$ cat config.mk
export PLATFORM = sky130hd
export DESIGN_NAME = mailbox_slot_arbiter
export DESIGN_NICKNAME = d
export VERILOG_FILES = /design/src/rtl/mailbox_arb_pkg.sv /design/src/rtl/mailbox_rr_arbiter.sv /design/src/rtl/mailbox_slot_arbiter.sv
export SDC_FILE = /design/constraint.sdc
export NUM_CORES = 1
export LEC_CHECK = 0
export BUFFER_PORTS_ARGS = -buffer_cell sky130_fd_sc_hd__buf_2
export CAP_MARGIN = 10
export CORE_AREA = 2 2 205 207
export CTS_CLUSTER_DIAMETER = 40
export DETAILED_ROUTE_END_ITERATION = 10
export DIE_AREA = 0 0 207 209
export MAX_ROUTING_LAYER = met4
export PLACE_DENSITY = 0.43
export SLEW_MARGIN = 5
export SYNTH_ARGS = -nofsm -noshare
export SYNTH_HDL_FRONTEND = slang
export SYNTH_SLANG_ARGS = --single-unit
export TNS_END_PERCENT = 5
$ cat constraint.sdc
create_clock -name clk_i -period 4.9 [get_ports clk_i]
set_input_delay 0.245 -clock clk_i [delete_from_list [all_inputs] [get_ports clk_i]]
set_output_delay 0.245 -clock clk_i [all_outputs]
set_load 0.1 [all_outputs]
$ cat src/rtl/mailbox_arb_pkg.sv
// mailbox_arb_pkg
//   Shared definitions for the mailbox slot arbiter: the register offsets
//   decoded from addr[3:2], the slot state encoding, the STATUS word layout
//   and the registered OBI response type.
package mailbox_arb_pkg;

  // Register offsets, addr[3:2]
  localparam logic [1:0] DATA_OFF   = 2'd0;
  localparam logic [1:0] STATUS_OFF = 2'd1;
  localparam logic [1:0] COUNT_OFF  = 2'd2;
  localparam logic [1:0] CLEAR_OFF  = 2'd3;

  typedef enum logic [0:0] {
    EMPTY = 1'b0,
    FULL  = 1'b1
  } state_e;

  // STATUS = {full[31], zeros, src_id[STATUS_SRC_W-1:0]}.
  // The source field is sized for the largest legal writer count (16).
  localparam int unsigned STATUS_FULL_BIT = 31;
  localparam int unsigned STATUS_SRC_W    = 4;

  // One registered response beat (rvalid + rdata).
  typedef struct packed {
    logic        valid;
    logic [31:0] data;
  } obi_rsp_t;

  function automatic logic [31:0] status_word(input logic                    full,
                                              input logic [STATUS_SRC_W-1:0] src);
    logic [31:0] w;
    w                  = '0;
    w[STATUS_FULL_BIT] = full;
    w[STATUS_SRC_W-1:0] = src;
    return w;
  endfunction

endpackage

$ cat src/rtl/mailbox_rr_arbiter.sv
// mailbox_rr_arbiter
//   Round-robin picker over the eligible writer vector. The grant is purely
//   combinational from eligible_i and the stored pointer; the pointer moves
//   to (granted index + 1) mod NumWriters when advance_i is high and holds
//   otherwise.
// Ports:
//   clk_i, rst_i  clock, synchronous active-high reset (pointer -> 0)
//   eligible_i    writers that may be granted this cycle
//   advance_i     a grant is being taken this cycle
//   gnt_o         one-hot grant (zero when nothing is eligible)
//   idx_o         index of the granted writer (valid when gnt_o != 0)
module mailbox_rr_arbiter #(
  parameter  int unsigned NumWriters = 4,
  localparam int unsigned IdWidth    = $clog2(NumWriters)
) (
  input  logic                  clk_i,
  input  logic                  rst_i,
  input  logic [NumWriters-1:0] eligible_i,
  input  logic                  advance_i,
  output logic [NumWriters-1:0] gnt_o,
  output logic [IdWidth-1:0]    idx_o
);

  logic [IdWidth-1:0] rr_ptr_q, rr_ptr_d;
  logic               found;

  // Two passes: first the eligible writers at or above the pointer, then
  // wrap to the lowest eligible writer below it. Avoids a modulo on a
  // non-power-of-two writer count.
  always_comb begin
    gnt_o = '0;
    idx_o = '0;
    found = 1'b0;
    for (int i = 0; i < NumWriters; i++) begin
      if (!found && eligible_i[i] && (IdWidth'(i) >= rr_ptr_q)) begin
        gnt_o[i] = 1'b1;
        idx_o    = IdWidth'(i);
        found    = 1'b1;
      end
    end
    for (int i = 0; i < NumWriters; i++) begin
      if (!found && eligible_i[i]) begin
        gnt_o[i] = 1'b1;
        idx_o    = IdWidth'(i);
        found    = 1'b1;
      end
    end
  end

  always_comb begin
    rr_ptr_d = rr_ptr_q;
    if (advance_i) begin
      rr_ptr_d = (idx_o == IdWidth'(NumWriters - 1)) ? '0 : idx_o + 1'b1;
    end
  end

  always_ff @(posedge clk_i) begin
    if (rst_i) rr_ptr_q <= '0;
    else       rr_ptr_q <= rr_ptr_d;
  end

endmodule

$ cat src/rtl/mailbox_slot_arbiter.sv
// mailbox_slot_arbiter
//   One single-entry mailbox slot shared by NumWriters OBI writers and one
//   OBI reader. Writers are round-robin arbitrated; the slot remembers which
//   writer filled it. The reader sees DATA / STATUS / COUNT / CLEAR at
//   addr[3:2]; reading DATA drains the slot and bumps COUNT.
// Ports:
//   clk_i, rst_i           clock, synchronous active-high reset
//   writer_*               NumWriters flattened OBI writer ports (addr and be
//                          are ignored: any writer write fills the slot, any
//                          writer read returns STATUS)
//   reader_*               OBI reader port (be and wdata ignored)
//   full_o                 slot occupied, usable as an interrupt level
// Grants are combinational in the request cycle; responses come one cycle
// later from registers.
module mailbox_slot_arbiter
  import mailbox_arb_pkg::*;
#(
  parameter  int unsigned NumWriters = 4,
  parameter  int unsigned DATA_WIDTH = 32,
  parameter  int unsigned ADDR_WIDTH = 32,
  localparam int unsigned IdWidth    = $clog2(NumWriters)
) (
  input  logic                             clk_i,
  input  logic                             rst_i,
  input  logic [NumWriters-1:0]            writer_req_i,
  output logic [NumWriters-1:0]            writer_gnt_o,
  output logic [NumWriters-1:0]            writer_rvalid_o,
  input  logic [NumWriters*ADDR_WIDTH-1:0] writer_addr_i,
  input  logic [NumWriters-1:0]            writer_we_i,
  input  logic [NumWriters*4-1:0]          writer_be_i,
  input  logic [NumWriters*DATA_WIDTH-1:0] writer_wdata_i,
  output logic [NumWriters*DATA_WIDTH-1:0] writer_rdata_o,
  input  logic                             reader_req_i,
  output logic                             reader_gnt_o,
  output logic                             reader_rvalid_o,
  input  logic [ADDR_WIDTH-1:0]            reader_addr_i,
  input  logic                             reader_we_i,
  input  logic [3:0]                       reader_be_i,
  input  logic [DATA_WIDTH-1:0]            reader_wdata_i,
  output logic [DATA_WIDTH-1:0]            reader_rdata_o,
  output logic                             full_o
);

  state_e                              state_q, state_d;
  logic [DATA_WIDTH-1:0]               slot_q, slot_d;
  logic [IdWidth-1:0]                  src_q, src_d;
  logic [31:0]                         count_q, count_d;
  obi_rsp_t [NumWriters-1:0]           w_rsp_q, w_rsp_d;
  obi_rsp_t                            r_rsp_q, r_rsp_d;

  logic [NumWriters-1:0][DATA_WIDTH-1:0] w_wdata;
  logic [NumWriters-1:0]               w_elig, w_gnt;
  logic [IdWidth-1:0]                  w_idx;
  logic                                w_any, w_write;
  logic [1:0]                          r_off;
  logic [31:0]                         status_now;

  assign w_wdata    = writer_wdata_i;
  assign r_off      = reader_addr_i[3:2];
  assign status_now = status_word(state_q == FULL, STATUS_SRC_W'(src_q));

  // Reads are always eligible; writes only into an empty slot, so a write
  // arriving while FULL simply stalls with gnt low until a drain or clear.
  assign w_elig = writer_req_i & ~(writer_we_i & {NumWriters{state_q == FULL}});

  mailbox_rr_arbiter #(
    .NumWriters (NumWriters)
  ) u_rr (
    .clk_i      (clk_i),
    .rst_i      (rst_i),
    .eligible_i (w_elig),
    .advance_i  (w_any),
    .gnt_o      (w_gnt),
    .idx_o      (w_idx)
  );

  assign w_any        = |w_gnt;
  assign w_write      = w_any & writer_we_i[w_idx];
  assign writer_gnt_o = w_gnt;

  always_comb begin
    state_d      = state_q;
    slot_d       = slot_q;
    src_d        = src_q;
    count_d      = count_q;
    w_rsp_d      = '0;
    r_rsp_d      = '0;
    reader_gnt_o = 1'b0;

    // Writer side: at most one grant per cycle.
    if (w_any) begin
      w_rsp_d[w_idx].valid = 1'b1;
      if (w_write) begin
        slot_d  = w_wdata[w_idx];
        src_d   = w_idx;
        state_d = FULL;
      end else begin
        w_rsp_d[w_idx].data = status_now;
      end
    end

    // Reader side. A writer fill only happens in EMPTY and a DATA drain only
    // in FULL, so those two never collide. A CLEAR landing in the same cycle
    // as a fill (slot already EMPTY) yields to the fill so no data is lost.
    if (reader_req_i) begin
      if (reader_we_i) begin
        reader_gnt_o = 1'b1;
        if (r_off == CLEAR_OFF && !w_write) begin
          state_d = EMPTY;
          src_d   = '0;
        end
      end else begin
        case (r_off)
          DATA_OFF: begin
            if (state_q == FULL) begin
              reader_gnt_o = 1'b1;
              r_rsp_d.data = slot_q;
              state_d      = EMPTY;
              count_d      = count_q + 32'd1;
            end
          end
          STATUS_OFF: begin
            reader_gnt_o = 1'b1;
            r_rsp_d.data = status_now;
          end
          COUNT_OFF: begin
            reader_gnt_o = 1'b1;
            r_rsp_d.data = count_q;
          end
          default: begin
            reader_gnt_o = 1'b1;
          end
        endcase
      end
      r_rsp_d.valid = reader_gnt_o;
    end
  end

  always_ff @(posedge clk_i) begin
    if (rst_i) begin
      state_q <= EMPTY;
      slot_q  <= '0;
      src_q   <= '0;
      count_q <= '0;
      w_rsp_q <= '0;
      r_rsp_q <= '0;
    end else begin
      state_q <= state_d;
      slot_q  <= slot_d;
      src_q   <= src_d;
      count_q <= count_d;
      w_rsp_q <= w_rsp_d;
      r_rsp_q <= r_rsp_d;
    end
  end

  for (genvar g = 0; g < NumWriters; g++) begin : g_wr_out
    assign writer_rvalid_o[g]                          = w_rsp_q[g].valid;
    assign writer_rdata_o[g*DATA_WIDTH +: DATA_WIDTH] = w_rsp_q[g].data;
  end

  assign reader_rvalid_o = r_rsp_q.valid;
  assign reader_rdata_o  = r_rsp_q.data;
  assign full_o          = (state_q == FULL);

  // Inputs that carry no meaning for this block.
  logic unused_ok;
  assign unused_ok = ^{writer_addr_i, writer_be_i, reader_be_i, reader_wdata_i,
                       reader_addr_i[ADDR_WIDTH-1:4], reader_addr_i[1:0]};

endmodule

### Word-level counts from Yosys, hierarchy flattened

Index checks and enable logic that the tools add are counted.

| cells by class | value |
|---|---|
| order comparisons | 6 |
| bitwise logic cells | 7 |
| $add $sub $neg | 2 |
| reductions and logical operators | 29 |
| eq/ne operators | 4 |
| mux-type cells | 50 |

Operators by type and width:

| cell | count |
|---|---|
| $bwmux W132 | 1 |
| $demux W33 S2 | 2 |
| $mux W132 | 1 |
| $mux W32 | 3 |
| $pmux W32 S3 | 1 |
| $bmux W32 S2 | 1 |
| $mux W33 | 1 |
| $add A32 B1 Y32 const B | 1 |
| $mux W1 | 27 |
| $mux W2 | 12 |
| $logic_and A1 B1 Y1 | 13 |
| $and A4 B4 Y4 | 2 |
| $logic_not A1 Y1 | 8 |
| $eq A2 B2 Y1 const B | 3 |
| $reduce_or A3 Y1 | 2 |
| $ge A1 B2 Y1 const A | 2 |
| $ge A2 B2 Y1 const A | 2 |
| $not A4 Y4 | 1 |
| $reduce_and A4 Y1 | 1 |
| $reduce_or A2 Y1 | 2 |
| $reduce_or A4 Y1 | 1 |
| $lt A2 B3 Y1 const B | 1 |
| $not A1 Y1 | 3 |
| $add A2 B1 Y2 const B | 1 |
| 6 further kinds | 6 |

| storage, ports and cells | value |
|---|---|
| output and inout bits | 171 |
| bits in registers | 234 |

### Depth between registers and ports, before layout

| logic depth | value |
|---|---|
| word-level depth | 38 |
| gate-level depth with buffers | 11 |
| mapped depth without buffers | 8 |

### Cells and area by module

Synthesis repeated with hierarchy kept, for this count alone.

| unflattened totals | value |
|---|---|
| cell total of the unflattened synthesis | 706 |
| area, all modules | 6378.6 um2 |

By module, submodules not included:

| module | instances | sequential area each (um2) | area an instance (um2) | cells an instance |
|---|---|---|---|---|
| mailbox_slot_arbiter | 1 | 2322.2 | 6125.9 | 669 |
| mailbox_rr_arbiter | 1 | 40.0 | 252.7 | 37 |

### Worst setup path after synthesis

Ideal clock, no wire load.

| timing | value |
|---|---|
| path kind | register to output |
| start point | register state_q (netlist: full_o) |
| end point | output port writer_gnt_o[1] |
| stages on the path, launching flop included | 6 |
| path slack | 0.939 ns |
| arrival time | 3.716 ns |
| cell sequence | dfxtp_1 buf_6 a21boi_2 nor2_1 inv_1 a211oi_1 |

| between the ends | value |
|---|---|
| word-level cells in the longest chain between the ends | 23 |
| elaborated cells on any way between the ends | 24 |

Ends and longest elaborated chain:

| item | line | source |
|---|---|---|
| from (decl) | mailbox_slot_arbiter.sv:44 | `state_e state_q, state_d;` |
| from (signal assigned) | mailbox_slot_arbiter.sv:148 | `state_q <= state_d;` |
| $and A4 B4 Y4 * | mailbox_slot_arbiter.sv:64 | `assign w_elig = writer_req_i & ~(writer_we_i & {NumWriters{state_q == FULL}});` |
| $not A4 Y4 * | mailbox_slot_arbiter.sv:64 |  |
| $and A4 B4 Y4 * | mailbox_slot_arbiter.sv:64 |  |
| $logic_and A1 B1 Y1 | mailbox_rr_arbiter.sv:35 | `if (!found && eligible_i[i] && (IdWidth'(i) >= rr_ptr_q)) begin` |
| $mux W1 | mailbox_rr_arbiter.sv:35 |  |
| $logic_not A1 Y1 | mailbox_rr_arbiter.sv:35 |  |
| $logic_and A1 B1 Y1 (2 in series) | mailbox_rr_arbiter.sv:35 |  |
| $mux W1 | mailbox_rr_arbiter.sv:35 |  |
| [5 not listed] | n/a |  |
| $logic_and A1 B1 Y1 (2 in series) | mailbox_rr_arbiter.sv:35 |  |
| $mux W1 | mailbox_rr_arbiter.sv:35 |  |
| $logic_not A1 Y1 | mailbox_rr_arbiter.sv:42 | `if (!found && eligible_i[i]) begin` |
| $logic_and A1 B1 Y1 | mailbox_rr_arbiter.sv:42 |  |
| $mux W1 | mailbox_rr_arbiter.sv:42 |  |
| $logic_not A1 Y1 | mailbox_rr_arbiter.sv:42 |  |
| $logic_and A1 B1 Y1 | mailbox_rr_arbiter.sv:42 |  |
| $mux W1 * | mailbox_rr_arbiter.sv:42 |  |
| to (decl) | mailbox_slot_arbiter.sv:26 | `output logic [NumWriters-1:0] writer_gnt_o,` |

Mark *: on every way between the ends. The rest lies on a longest branch, timed or not.

### Worst setup path in the final report

| timing | value |
|---|---|
| start point | register state_q (netlist: full_o) |
| end point | register slot_q[0] |

| between the ends | value |
|---|---|
| word-level cells in the longest chain between the ends | 33 |
| elaborated cells on any way between the ends | 49 |

Ends and longest elaborated chain:

| item | line | source |
|---|---|---|
| $and A4 B4 Y4 * | mailbox_slot_arbiter.sv:64 |  |
| $not A4 Y4 * | mailbox_slot_arbiter.sv:64 |  |
| $and A4 B4 Y4 * | mailbox_slot_arbiter.sv:64 |  |
| $logic_and A1 B1 Y1 | mailbox_rr_arbiter.sv:35 |  |
| $mux W1 | mailbox_rr_arbiter.sv:35 |  |
| $logic_not A1 Y1 | mailbox_rr_arbiter.sv:35 |  |
| $logic_and A1 B1 Y1 (2 in series) | mailbox_rr_arbiter.sv:35 |  |
| $mux W1 | mailbox_rr_arbiter.sv:35 |  |
| [16 not listed] | n/a |  |
| $mux W1 | mailbox_rr_arbiter.sv:42 |  |
| $logic_not A1 Y1 | mailbox_rr_arbiter.sv:42 |  |
| $logic_and A1 B1 Y1 | mailbox_rr_arbiter.sv:42 |  |
| $mux W2 | mailbox_rr_arbiter.sv:42 |  |
| $bmux W1 S2 | mailbox_slot_arbiter.sv:78 | `assign w_write = w_any & writer_we_i[w_idx];` |
| $mux W1 (implied by the code) | mailbox_slot_arbiter.sv:78 |  |
| $and A1 B1 Y1 | mailbox_slot_arbiter.sv:78 |  |
| $reduce_and A2 Y1 (no line) | n/a |  |
| to (signal assigned) | mailbox_slot_arbiter.sv:149 | `slot_q <= slot_d;` |
| to (decl) | mailbox_slot_arbiter.sv:45 | `logic [DATA_WIDTH-1:0] slot_q, slot_d;` |

Mark *: on every way between the ends. The rest lies on a longest branch, timed or not. The select of a mux whose other input is x is not followed.
A chain may end at the register's enable or synchronous reset.

==> qor.txt <==
Reg power frac: 0.277
worst reg-to-reg path cell count: 9
CP arrival: 3.60 ns
drt pass-1 iters: 5
I/O pins: 523
Final period util: 0.665
Worst path depth: 9
combinational share of power: 0.432
Port Buffers: 196
internal power: 0.00239 W
max-slew violation total from the final report: 0
drt first-iter violations: 359
GRT Util Overall: 0.104
Core Rows: 75
hold buffers post-CTS: 0
min-delay worst type: in -> reg
VDD IR max: 0.260 mV
first-pass GRT wire length: 32.9 mm
LEAKAGE: 3.52 nW
grt ovf: 0
area share of the leading cell type in the synthesized netlist: 0.370
Clk pwr share: 0.291
Starting Density: 0.155
outcome: finished clean
Post-Route WL: 22.1 mm
post-CTS setup buffers: 0
share of post-route cells with drive strength above 1: 0.271
met3 usage: 0.0286
sw frac: 0.467
CP Cell Sequence: a21bo_2 > a21oi_1 > o221a_2 > inv_2 > a21oi_1 > a211o_2 > buf_4 > a221o_1 > a21oi_1
core area: 0.0413 mm²
vias in the first global route: 5443
Worst Skew: 0.0153 ns
#FFs+latches synth: 118
path type of the worst setup path: reg -> reg
slew margin rel.: 0.371
critical path's largest stage delay: 0.63 ns
WL per Instance: 14.8 µm
fin util: 0.196
CTS tree: yes
Yosys warnings: 0
CP max FO: 34
most used cell, CP: a21oi_1
Post-CTS Resized: 0
Die Span Y: 209 µm
Root Buffer: clkbuf_16
Final Hold Vio Count: 0
clk_lat worst skew: 0.43 ns
CP Launch Type: flip-flop
initial antenna violation count: 5
GR Util met2: 0.159
Seq/Total Area, Yosys: 0.370
die area: 0.0433 mm²
GR Util met1: 0.137
drt drc: 0
setup violators final: 0
Buf+Inv Stages, Crit Path: 2
largest net degree at the start of global routing: 63
dpl cell area: 0.00748 mm²
Post-Synthesis Cells: 758
final setup TNS: 0 ns
busiest layer in global routing: met2
Finished Cell Area: 0.00809 mm²
die width: 207 µm
Tmin final: 3.26 ns
Synth Flop Type: dfxtp_1
worst slew pin tran: 0.942 ns
FMAX: 307 MHz
worst endpoint required time: 5.25 ns
delay-heaviest family, CP: compound AO/OA/AOI/OAI gates
RSZ-0062 raised after global routing: no
RD Place Congestion: 0.770
Via density: 3.81
power density over the cells: 554 mW/mm²
Unique masters post-synth: 50
Psw: 0.00209 W
CP Capture Type: flip-flop
via count: 5691
clock sink count: 118
Syn Area/Cell: 8.42 µm²
Yosys top cell by area: dfxtp_1
H-tree level count: 4
Post-DRT Antenna Nets: 0
Post-synth EDFFs: 0
slowest stage cell, crit path: dfxtp_1
CTS Buffer Depth: 2
CTS Buf Count: 17
Layout area overhead: 26.7%
Post-DP HPWL: 16.6 mm
Synth area leaders: dfxtp_1 (37%), buf_4 (14%), a21oi_1 (6.6%), mux2i_1 (5.6%), a221o_1 (5.0%)
CTS clk-pin slew, worst paths: 0.07 ns
# nets final: 1293
worst hold path stage count: 3
Cell Area, Synth: 0.00639 mm²
ys async rst share: 0
max cap viols: 0
-- worst register-to-register path, cell delays in order (launching register included) --
cell and delay [ns]:
dfxtp_1 0.63, a21bo_2 0.28, a21oi_1 0.05, o221a_2 0.35, inv_2 0.47, a21oi_1 0.13
a211o_2 0.41, buf_4 0.27, a221o_1 0.42, a21oi_1 0.15
-- cell families after synthesis --
logic type	synth area share
AO/OA/AOI/OAI	0.194
adder cells (fa/ha/maj)	0.00980
buffers and inverters	0.180
flip-flops	0.370
multiplexers	0.0564
XOR/XNOR	0.0329
AND/OR/NAND/NOR	0.157
other	0.000587
-- state kept, by name, indices dropped and copies added, names as in the netlist --
name / flops
writer_rvalid_o: 4
reader_rvalid_o: 1
full_o: 1
src_q: 2
reader_rdata_o: 32
slot_q: 32
u_rr.rr_ptr_q: 2
count_q: 32
writer_rdata_o: 12
-- final timing paths --
kind	slack, ns	end	startpoint
setup / recovery	1.64	slot_q[0]$_SDFFE_PP0P_	full_o$_SDFF_PP0_
setup reg to reg	1.64	slot_q[0]$_SDFFE_PP0P_	full_o$_SDFF_PP0_
hold reg to reg	0.46	slot_q[19]$_SDFFE_PP0P_	slot_q[19]$_SDFFE_PP0P_
hold / removal	0.20	reader_rvalid_o$_SDFF_PP0_	reader_req_i
-- cell usage in the layout (no fill, tap or decap), types with 7 or more instances in the layout --
| cell | count |
|---|---|
| a221o_1 | 32 |
| xor2_1 | 16 |
| buf_2 | 196 |
| a22oi_1 | 30 |
| or3_1 | 7 |
| nor2_1 | 73 |
| o21ai_0 | 10 |
| a21oi_1 | 84 |
| and3_1 | 15 |
| buf_4 | 11 |
| dfxtp_1 | 118 |
| mux2i_1 | 36 |
| inv_6 | 9 |
| inv_1 | 9 |
| nand3_1 | 14 |
| nand2_1 | 80 |
| clkbuf_16 | 17 |
| conb_1 | 116 |
| xnor2_1 | 8 |
-- power groups by stage --
stage / logic [W] / registers (W) / clock network [W]
2_1_floorplan: 0.00147 / 0.00137 / 0
3_3_place_gp: 0.00195 / 0.00127 / 0
3_5_place_dp: 0.00196 / 0.00127 / 0
4_1_cts: 0.00197 / 0.00125 / 0.00136
5_1_grt: 0.00208 / 0.00126 / 0.00140
6_report: 0.00193 / 0.00124 / 0.00130
-- final cells by class --
| cell class | count | area, µm² |
|---|---|---|
| fill | 4653 | 33200 |
| inverter | 11 | 46.3 |
| clock buffer | 17 | 425 |
| timing repair buffer | 208 | 1070 |
| tap | 539 | 674 |
| clock inverter | 15 | 179 |
| multi-input combinational | 580 | 3320 |
| sequential | 118 | 2360 |
| antenna | 4 | 10.0 |
-- routing by layer --
layer,wire length (µm),share of wire
met5,0,0
met4,201,0.0091
met3,1560,0.070
met2,9690,0.44
met1,10700,0.48
-- synthesized netlist by cell type, drive strengths merged, types with 5 or more instances --
| library cell | n |
|---|---|
| a21oi | 84 |
| mux2i | 36 |
| xor2 | 16 |
| dfxtp | 118 |
| and2 | 6 |
| and3 | 15 |
| inv | 11 |
| buf | 129 |
| a22oi | 30 |
| nand3 | 14 |
| clkbuf | 35 |
| o21ai | 10 |
| ha | 5 |
| or3 | 7 |
| xnor2 | 8 |
| nand2 | 80 |
| nor2 | 75 |
| a221o | 32 |
| nand4 | 6 |
-- per-stage QoR --
stage	std cells	total power, W	hold WS, ns	setup slack, ns
finish	1492	0.00448	0.198	1.64
global route	1489	0.00475	0.188	1.40
global placement	1455	0.00321	0.445	1.58
CTS	1488	0.00457	0.165	1.57
floorplan	873	0.00283	0.436	0.939
detailed placement	1456	0.00322	0.449	1.60
No activity file was read; power rests on OpenSTA's default activity.
